<file path="src/rtl/decode_pkg.sv">
// Shared decode definitions: immediate-format and result-source encodings,
// plus the RV32I immediate extractor used by the decode stage.
package decode_pkg;

    typedef enum logic [2:0] {
        IMM_I = 3'd0,
        IMM_S = 3'd1,
        IMM_B = 3'd2,
        IMM_J = 3'd3,
        IMM_U = 3'd4
    } imm_src_e;

    typedef enum logic [1:0] {
        RES_ALU = 2'd0,
        RES_MEM = 2'd1,
        RES_PC4 = 2'd2
    } result_src_e;

    // Returns the 32-bit sign-extended immediate; callers widen it to XLEN
    // with a signed size cast so the same function serves every XLEN.
    function automatic logic [31:0] imm_extend(input logic [31:0] instr,
                                               input logic [2:0]  immSrc);
        logic [31:0] imm;
        imm = '0;
        case (immSrc)
            IMM_I: imm = {{20{instr[31]}}, instr[31:20]};
            IMM_S: imm = {{20{instr[31]}}, instr[31:25], instr[11:7]};
            IMM_B: imm = {{19{instr[31]}}, instr[31], instr[7], instr[30:25], instr[11:8], 1'b0};
            IMM_J: imm = {{11{instr[31]}}, instr[31], instr[19:12], instr[20], instr[30:21], 1'b0};
            IMM_U: imm = {instr[31:12], 12'b0};
            default: imm = '0;
        endcase
        return imm;
    endfunction

endpackage

</file>
<file path="src/rtl/decode_stage_p_reg_file_bp.sv">
// Architectural register file: two combinational read ports, one write port,
// hardwired x0 and same-cycle write-through bypass to both read ports.
module reg_file_bp
    import decode_pkg::*;
#(
    parameter int XLEN  = 32,
    parameter int NREGS = 32,
    localparam int AW   = $clog2(NREGS)
) (
    input  logic            clk,
    input  logic            rst,
    input  logic [AW-1:0]   a1_i,
    input  logic [AW-1:0]   a2_i,
    input  logic            we_i,
    input  logic [AW-1:0]   wa_i,
    input  logic [XLEN-1:0] wd_i,
    output logic [XLEN-1:0] rd1_o,
    output logic [XLEN-1:0] rd2_o
);

    logic [XLEN-1:0] regs_q [NREGS];
    logic            wrEn;

    assign wrEn = we_i && (wa_i != '0);

    always_ff @(posedge clk) begin
        if (rst) begin
            for (int i = 0; i < NREGS; i++) begin
                regs_q[i] <= '0;
            end
        end else if (wrEn) begin
            regs_q[wa_i] <= wd_i;
        end
    end

    // x0 never reads storage, so a write aimed at it can never leak out.
    always_comb begin
        rd1_o = '0;
        rd2_o = '0;
        if (a1_i != '0) begin
            rd1_o = (wrEn && (wa_i == a1_i)) ? wd_i : regs_q[a1_i];
        end
        if (a2_i != '0) begin
            rd2_o = (wrEn && (wa_i == a2_i)) ? wd_i : regs_q[a2_i];
        end
    end

endmodule

</file>
<file path="src/rtl/decode_stage_p.sv">
// Decode stage: register file read, immediate extension and the ID/EX
// pipeline register with valid, stall-hold, flush-bubble and operand patch.
module decode_stage_p
    import decode_pkg::*;
#(
    parameter int XLEN     = 32,
    parameter int NREGS    = 32,
    parameter int ALUCTL_W = 3,
    localparam int AW      = $clog2(NREGS)
) (
    input  logic                clk,
    input  logic                rst,
    input  logic                StallE,
    input  logic                FlushE,
    input  logic                ValidD,
    input  logic [31:0]         instrD,
    input  logic [XLEN-1:0]     PCD,
    input  logic [XLEN-1:0]     PCPlus4D,
    input  logic [AW-1:0]       RdW,
    input  logic [XLEN-1:0]     ResultW,
    input  logic                RegWriteW,
    input  logic                RegWriteD,
    input  logic                MemWriteD,
    input  logic                ALUSrcD,
    input  logic                BranchD,
    input  logic                JumpD,
    input  logic [1:0]          ResultSrcD,
    input  logic [ALUCTL_W-1:0] ALUControlD,
    input  logic [2:0]          ImmSrcD,
    output logic [XLEN-1:0]     RD1E,
    output logic [XLEN-1:0]     RD2E,
    output logic [XLEN-1:0]     PCE,
    output logic [XLEN-1:0]     PCPlus4E,
    output logic [XLEN-1:0]     ExtImmE,
    output logic [AW-1:0]       Rs1E,
    output logic [AW-1:0]       Rs2E,
    output logic [AW-1:0]       RdE,
    output logic                ValidE,
    output logic                RegWriteE,
    output logic                MemWriteE,
    output logic                ALUSrcE,
    output logic                BranchE,
    output logic                JumpE,
    output logic [1:0]          ResultSrcE,
    output logic [ALUCTL_W-1:0] ALUControlE
);

    logic [AW-1:0]       rs1D, rs2D, rdD;
    logic [XLEN-1:0]     rd1D, rd2D, extImmD;
    logic                patch1, patch2;
    logic                unusedOpcode;

    logic [XLEN-1:0]     rd1_q, rd2_q, pc_q, pc4_q, imm_q;
    logic [AW-1:0]       rs1_q, rs2_q, rdIdx_q;
    logic                valid_q, regWrite_q, memWrite_q, aluSrc_q, branch_q, jump_q;
    logic [1:0]          resultSrc_q;
    logic [ALUCTL_W-1:0] aluCtl_q;

    assign rs1D         = instrD[15 +: AW];
    assign rs2D         = instrD[20 +: AW];
    assign rdD          = instrD[7 +: AW];
    assign extImmD      = XLEN'($signed(imm_extend(instrD, ImmSrcD)));
    assign unusedOpcode = ^instrD[6:0];

    reg_file_bp #(
        .XLEN  (XLEN),
        .NREGS (NREGS)
    ) u_regFile (
        .clk   (clk),
        .rst   (rst),
        .a1_i  (rs1D),
        .a2_i  (rs2D),
        .we_i  (RegWriteW),
        .wa_i  (RdW),
        .wd_i  (ResultW),
        .rd1_o (rd1D),
        .rd2_o (rd2D)
    );

    // A held instruction must pick up writebacks that land while it waits,
    // otherwise it would leave the stall carrying stale operands.
    assign patch1 = RegWriteW && (RdW != '0) && (RdW == rs1_q);
    assign patch2 = RegWriteW && (RdW != '0) && (RdW == rs2_q);

    always_ff @(posedge clk) begin
        if (rst || FlushE) begin
            valid_q     <= 1'b0;
            rd1_q       <= '0;
            rd2_q       <= '0;
            pc_q        <= '0;
            pc4_q       <= '0;
            imm_q       <= '0;
            rs1_q       <= '0;
            rs2_q       <= '0;
            rdIdx_q     <= '0;
            regWrite_q  <= 1'b0;
            memWrite_q  <= 1'b0;
            aluSrc_q    <= 1'b0;
            branch_q    <= 1'b0;
            jump_q      <= 1'b0;
            resultSrc_q <= '0;
            aluCtl_q    <= '0;
        end else if (StallE) begin
            if (patch1) rd1_q <= ResultW;
            if (patch2) rd2_q <= ResultW;
        end else begin
            valid_q     <= ValidD;
            rd1_q       <= rd1D;
            rd2_q       <= rd2D;
            pc_q        <= PCD;
            pc4_q       <= PCPlus4D;
            imm_q       <= extImmD;
            rs1_q       <= rs1D;
            rs2_q       <= rs2D;
            rdIdx_q     <= rdD;
            regWrite_q  <= ValidD & RegWriteD;
            memWrite_q  <= ValidD & MemWriteD;
            aluSrc_q    <= ValidD & ALUSrcD;
            branch_q    <= ValidD & BranchD;
            jump_q      <= ValidD & JumpD;
            resultSrc_q <= ValidD ? ResultSrcD : 2'b00;
            aluCtl_q    <= ValidD ? ALUControlD : '0;
        end
    end

    assign ValidE      = valid_q;
    assign RD1E        = rd1_q;
    assign RD2E        = rd2_q;
    assign PCE         = pc_q;
    assign PCPlus4E    = pc4_q;
    assign ExtImmE     = imm_q;
    assign Rs1E        = rs1_q;
    assign Rs2E        = rs2_q;
    assign RdE         = rdIdx_q;
    assign RegWriteE   = regWrite_q;
    assign MemWriteE   = memWrite_q;
    assign ALUSrcE     = aluSrc_q;
    assign BranchE     = branch_q;
    assign JumpE       = jump_q;
    assign ResultSrcE  = resultSrc_q;
    assign ALUControlE = aluCtl_q;

endmodule

</file>
<file path="config.mk">
export PLATFORM = sky130hd
export DESIGN_NAME = decode_stage_p
export DESIGN_NICKNAME = d
export VERILOG_FILES = /design/src/rtl/decode_pkg.sv /design/src/rtl/decode_stage_p_reg_file_bp.sv /design/src/rtl/decode_stage_p.sv
export SDC_FILE = /design/constraint.sdc
export NUM_CORES = 2
export LEC_CHECK = 0
export ABC_AREA = 1
export BUFFER_PORTS_ARGS = -buffer_cell sky130_fd_sc_hd__buf_4
export CAP_MARGIN = 20
export CORE_ASPECT_RATIO = 0.9
export CORE_UTILIZATION = 55
export DETAILED_ROUTE_END_ITERATION = 6
export PLACE_DENSITY = 0.73
export SYNTH_ARGS = -nofsm -noshare
export SYNTH_HDL_FRONTEND = slang
export SYNTH_SLANG_ARGS = --single-unit
</file>
<file path="constraint.sdc">
create_clock -name clk -period 5.62 [get_ports clk]
set_clock_uncertainty 0.2 [all_clocks]
set_input_delay 1.124 -clock clk [delete_from_list [all_inputs] [get_ports clk]]
set_output_delay 1.124 -clock clk [all_outputs]
set_load 0.01 [all_outputs]
</file>
* After elaboration in Yosys (flattened, before gate mapping)
Memory sizes are Yosys's and may differ from the RTL's.
Index checks and enable logic that the tools add are counted.
** Storage, ports and cells
- Bits in registers :: 186
- RAM bits :: 1024
- Input bits :: 152
- Output and inout port bits :: 186
- Logic and storage cells :: 62
- Memories :: 1
** Memories
- u_regFile.regs_q :: depth 32, bits a word 32, read ports 2, clocked after memory_dff 0, wr ports 32, line decode_stage_p_reg_file_bp.sv:21 : logic [XLEN-1:0] regs_q [NREGS];
** Operators by class
- Eq/ne operators :: 10
- Muxes and demuxes :: 19
- Bitwise operators :: 5
- Reductions and logical operators :: 11
** Operator list (number)
- $mux W32 :: 9
- $pmux W32 S5 :: 1
- $reduce_or A32 Y1 :: 1
- $eq A5 B5 Y1 :: 4
- $reduce_bool A5 Y1 :: 3
- $eq A3 B2 Y1 const B :: 2
- $mux W1 :: 6
- $and A1 B1 Y1 :: 5
- $logic_and A1 B1 Y1 :: 5
- $mux W5 :: 1
- $ne A2 B1 Y1 const B :: 2
- $eq A3 B1 Y1 const B :: 1
- $eq A3 B3 Y1 const B :: 1
- $logic_not A3 Y1 :: 1
- $mux W3 :: 1
- $mux W2 :: 1
- $logic_or A1 B1 Y1 :: 1

* Depth between registers and ports, before layout
- Word-level depth :: 7
- Mapped depth :: 14
- Mapped depth without buffers :: 11

* By module
Synthesis repeated with hierarchy kept, for this count alone.
** Unflattened totals
- Cell total of the unflattened synthesis :: 8625
- Area total of the unflattened synthesis :: 66831.6 µm²
** Modules (own cells, without submodules)
- reg_file_bp :: instances 1, cells each 7417, area an instance 58108.2 µm², seq. area each 30749.5 µm²
- decode_stage_p :: instances 1, cells each 1208, area an instance 8723.4 µm², seq. area each 3723.6 µm²

* Worst setup path before layout
No wires, ideal clock.
- Kind :: input -> register
- From :: input RdW[4]
- To :: memory u_regFile.regs_q[13][0], enable pin
- Setup time :: 389 ps
- Data arrival time :: 2871 ps
- Required time :: 5031 ps
- Slack :: 2159 ps
- Stages :: 10
- Path buffers :: 2
- Cells stage by stage :: buf_2 inv_2 nand3_2 o21ai_2 nor2_2 nand3_1 inv_2 nand2_1 buf_2 nand2_1
** RTL lines
- start: declaration :: line decode_stage_p.sv:19 : input logic [AW-1:0] RdW,
- end: declaration :: line decode_stage_p_reg_file_bp.sv:21

* Worst setup path after layout
- From :: input instrD[21]
- To :: register rd2_q[25], in the netlist RD2E[25]
** Between the ends
- Word-level cells in the longest chain between the ends :: 5
- Elaborated cells on any way between the ends :: 7
- Those cells by class :: eq/ne (1); mux (3); reduce/logical (2); memory (1)
** RTL lines
- start: declaration :: line decode_stage_p.sv:16 : input logic [31:0] instrD,
- parallel branches: the longest is 3 deep, another holds $mem_v2 Z32 W32
- $mux W32 * :: line decode_stage_p_reg_file_bp.sv:43 : if (a2_i != '0) begin
- $mux W32 * :: line decode_stage_p.sv:103 : end else if (StallE) begin
- end signal: assignment :: line decode_stage_p.sv:105 : if (patch2) rd2_q <= ResultW;
- end signal: assignment :: line decode_stage_p.sv:109 : rd2_q <= rd2D;
- end: declaration :: line decode_stage_p.sv:53 : logic [XLEN-1:0] rd1_q, rd2_q, pc_q, pc4_q, imm_q;
Mark *: on every way between the ends.
A chain may end at the register's enable or synchronous reset.

==> metrics <==
Yosys warnings 0; Static Leakage 33.78 nW; source of the worst register-to-register timing path Rs1E[0]; via count of the first global-routing pass between 50000 and 60000; transition time at the pin with the least slew margin roughly 1.1 ns; grt total ovfl 0; largest fanout of any net on the critical path 55; cell at the root of the clock tree sky130_fd_sc_hd__clkbuf_16; vias per cell between 5 and 6; # Post-CTS Setup Buffers 0; number of placement rows about 120; boundary pin count 338; critical path type input pin to register; maximum vdd drop 0.3382 mV; post-detailed-placement half-perimeter wirelength around 140000 um; most common cell after layout, fill and taps aside sky130_fd_sc_hd__nand2_1; hold_sp ALUControlE[2]; synthesis-to-layout area growth 11.35%; DR vias between 60000 and 70000; Setup Viol. Count Final 0; cts bufs inserted 132; pre-CTS worst setup slack approximately 1.4 ns; # fillers approximately 10000; Die Y-Extent roughly 330 um; number of max-slew violations in the final report 0; Post-synth EDFFs around 1000; synthesized flop and latch total around 1200; first-iteration detailed-routing DRC count between 8000 and 9000; commonest cells after routing, fill and taps aside 3064 x sky130_fd_sc_hd__nand2_1, 1765 x sky130_fd_sc_hd__nor2_1, 1168 x sky130_fd_sc_hd__nand3_1, 1024 x sky130_fd_sc_hd__edfxtp_1, 691 x sky130_fd_sc_hd__inv_1; worst-skew pair later-pin latency 0.79 ns; async set-reset flop share out of synthesis 0%; H-tree depth reported by CTS 4; final hold violations 0; clock tree from TritonCTS yes; post-cts repair resize count 0; Die Footprint between 100000 and 150000 um2; per-instance average area after synthesis approximately 7.3 um2; global-route wire length before repair ~350000 um; drt wl/cell ~21 um; number of standard cells in the layout, taps in and fillers out 10800; total power per unit cell area 293.3 nW/um2; RSZ-0062 raised after global routing false; signal arrival time at the worst endpoint roughly 4.1 ns; global placement routability congestion between 0.9 and 1; core outline area 120800 um2; violations in the final reports DRC; Tcrit/Tclk final roughly two thirds; crit start category input pin; headroom to the max-slew limit roughly 28%; port buffer count between 300 and 400; Hold Buf Count CTS 0; element type at the critical path end register; Final nets roughly 9200; distinct cell type count of the synthesized netlist 29; synthesized instance count between 9000 and 10000; number of detailed-route iterations in the first pass 7; total routing usage reported by global routing 37.00%; Final Critical Period between 3 and 4 ns; Worst EP required roughly 6 ns; outcome finished with violations; register-to-register path setup slack between 3 and 4 ns; Worst-path clk slew ~0.06 ns; post-route antenna net violation count 0; path type of the worst min-delay path register to register; fraction of final layout cells with drive strength greater than 1 7.775%; post-route setup slack 1.971 ns; total negative setup slack 0 ns; CTS max path bufs 3; Num Clock Sinks approximately 1200; Max Clock Freq approximately 0.27 GHz; Worst Setup SP instrD[21]; mapped cell area 66900 um2; total inserted antenna cells 0; Initial Util between 50% and 60%; number of antenna violations at the first check in global routing 0; DRC violations left 4; sequential fraction of the synthesis area between 50% and 60%; width of the chip roughly 370 um; number of maximum-capacitance violations 0; most instantiated flip-flop cell in the synthesis netlist sky130_fd_sc_hd__edfxtp_1; overall routed net length between 200000 and 250000 um; dpl cells between 10000 and 15000; largest net degree at the start of global routing between 200 and 250
==> per-layer routing <==
| metal | GRT usage, % | part of all wire, % |
|---|---|---|
| met5 | 0 | 0 |
| met4 | 24.22 | 6.9 |
| met3 | 7.423 | 13 |
| met2 | 56.19 | 44 |
| met1 | 48.13 | 36 |
==> synth_stat cells, types with 10 or more instances <==
cell,number,area (um2)
sky130_fd_sc_hd__a21oi_1,188,940.9
sky130_fd_sc_hd__nor2_1,1770,6644
sky130_fd_sc_hd__dfxtp_1,186,3724
sky130_fd_sc_hd__o21ai_0,153,765.7
sky130_fd_sc_hd__buf_2,337,1687
sky130_fd_sc_hd__nand2_1,3066,11510
sky130_fd_sc_hd__clkbuf_1,313,1175
sky130_fd_sc_hd__edfxtp_1,1024,30750
sky130_fd_sc_hd__inv_1,696,2613
sky130_fd_sc_hd__o21bai_1,65,488.0
sky130_fd_sc_hd__buf_1,41,153.9
sky130_fd_sc_hd__clkinv_1,60,225.2
sky130_fd_sc_hd__inv_2,12,45.04
sky130_fd_sc_hd__nand3_1,1168,5846
sky130_fd_sc_hd__xnor2_1,10,87.58
==> stage by stage <==
stage | hold slack (ns) | util, % | power, mW | cell area (um2)
3_3_place_gp | 0.2487 | 58.02 | 13.30 | 70100
6_report | 0.2620 | 61.66 | 21.85 | 74500
3_5_place_dp | 0.2531 | 58.04 | 13.39 | 70120
5_1_grt | 0.2722 | 61.66 | 22.48 | 74500
2_1_floorplan | 0.2805 | - | 12.32 | 67020
4_1_cts | 0.2618 | 61.44 | 21.73 | 74230
==> cells by family (layout without fill, tap and decap cells) <==
logic type / Yosys count / in the layout / synth area share [%]
AND/OR/NAND/NOR: 6020 / 6020 / 36.03
buffers and inverters: 1464 / 1505 / 8.872
flip-flops: 1210 / 1210 / 51.53
AO/OA/AOI/OAI: 411 / 411 / 3.335
XOR/XNOR: 18 / 18 / 0.2356
other: 1 / 32 / 0.005605
==> report_power, final <==
group / switching (mW) / total, mW / internal [mW]
logic: 2.17 / 2.99 / 0.823
registers: 0.172 / 10.4 / 10.2
clock network: 3.66 / 8.51 / 4.85
total: 5.99 / 21.8 / 15.9
==> sequential cells by signal, summed over array words and instances, names as in the netlist, 5 cells and up <==
register / cells
PCE: 32
RdE: 5
Rs2E: 5
RD2E: 32
RD1E: 32
Rs1E: 5
ExtImmE: 32
PCPlus4E: 32
u_regFile.regs_q: 1024
==> final cells by class <==
cell class,instances,area [um2],area share [%]
Timing Repair Buffer,504,4347,5.835
Clock inverter,63,450.4,0.6046
Clock buffer,170,3659,4.911
Tap cell,1599,2001,2.686
Sequential cell,1210,34470,46.28
Multi-Input combinational cell,6481,26650,35.78
Inverter,768,2913,3.910
==> path summary, 6_finish.rpt <==
check	to	cells past startpoint
max	RD2E[25]	13
min	ALUControlE[2]	2
max reg2reg	RD1E[9]	7
min reg2reg	ALUControlE[2]	2
==> critical path, stage by stage <==
cell and delay, ns:
sky130_fd_sc_hd__buf_6 0.54, sky130_fd_sc_hd__inv_8 0.37, sky130_fd_sc_hd__nor2_4 0.23, sky130_fd_sc_hd__buf_4 0.58, sky130_fd_sc_hd__nand2_1 0.10, sky130_fd_sc_hd__nor2_1 0.11, sky130_fd_sc_hd__nor2_1 0.06, sky130_fd_sc_hd__nand2_1 0.12
sky130_fd_sc_hd__nand3_1 0.29, sky130_fd_sc_hd__nand2_1 0.24, sky130_fd_sc_hd__nand2_1 0.07, sky130_fd_sc_hd__nand2_1 0.08, sky130_fd_sc_hd__a21oi_1 0.05
Power figures use the tool's default switching activity.
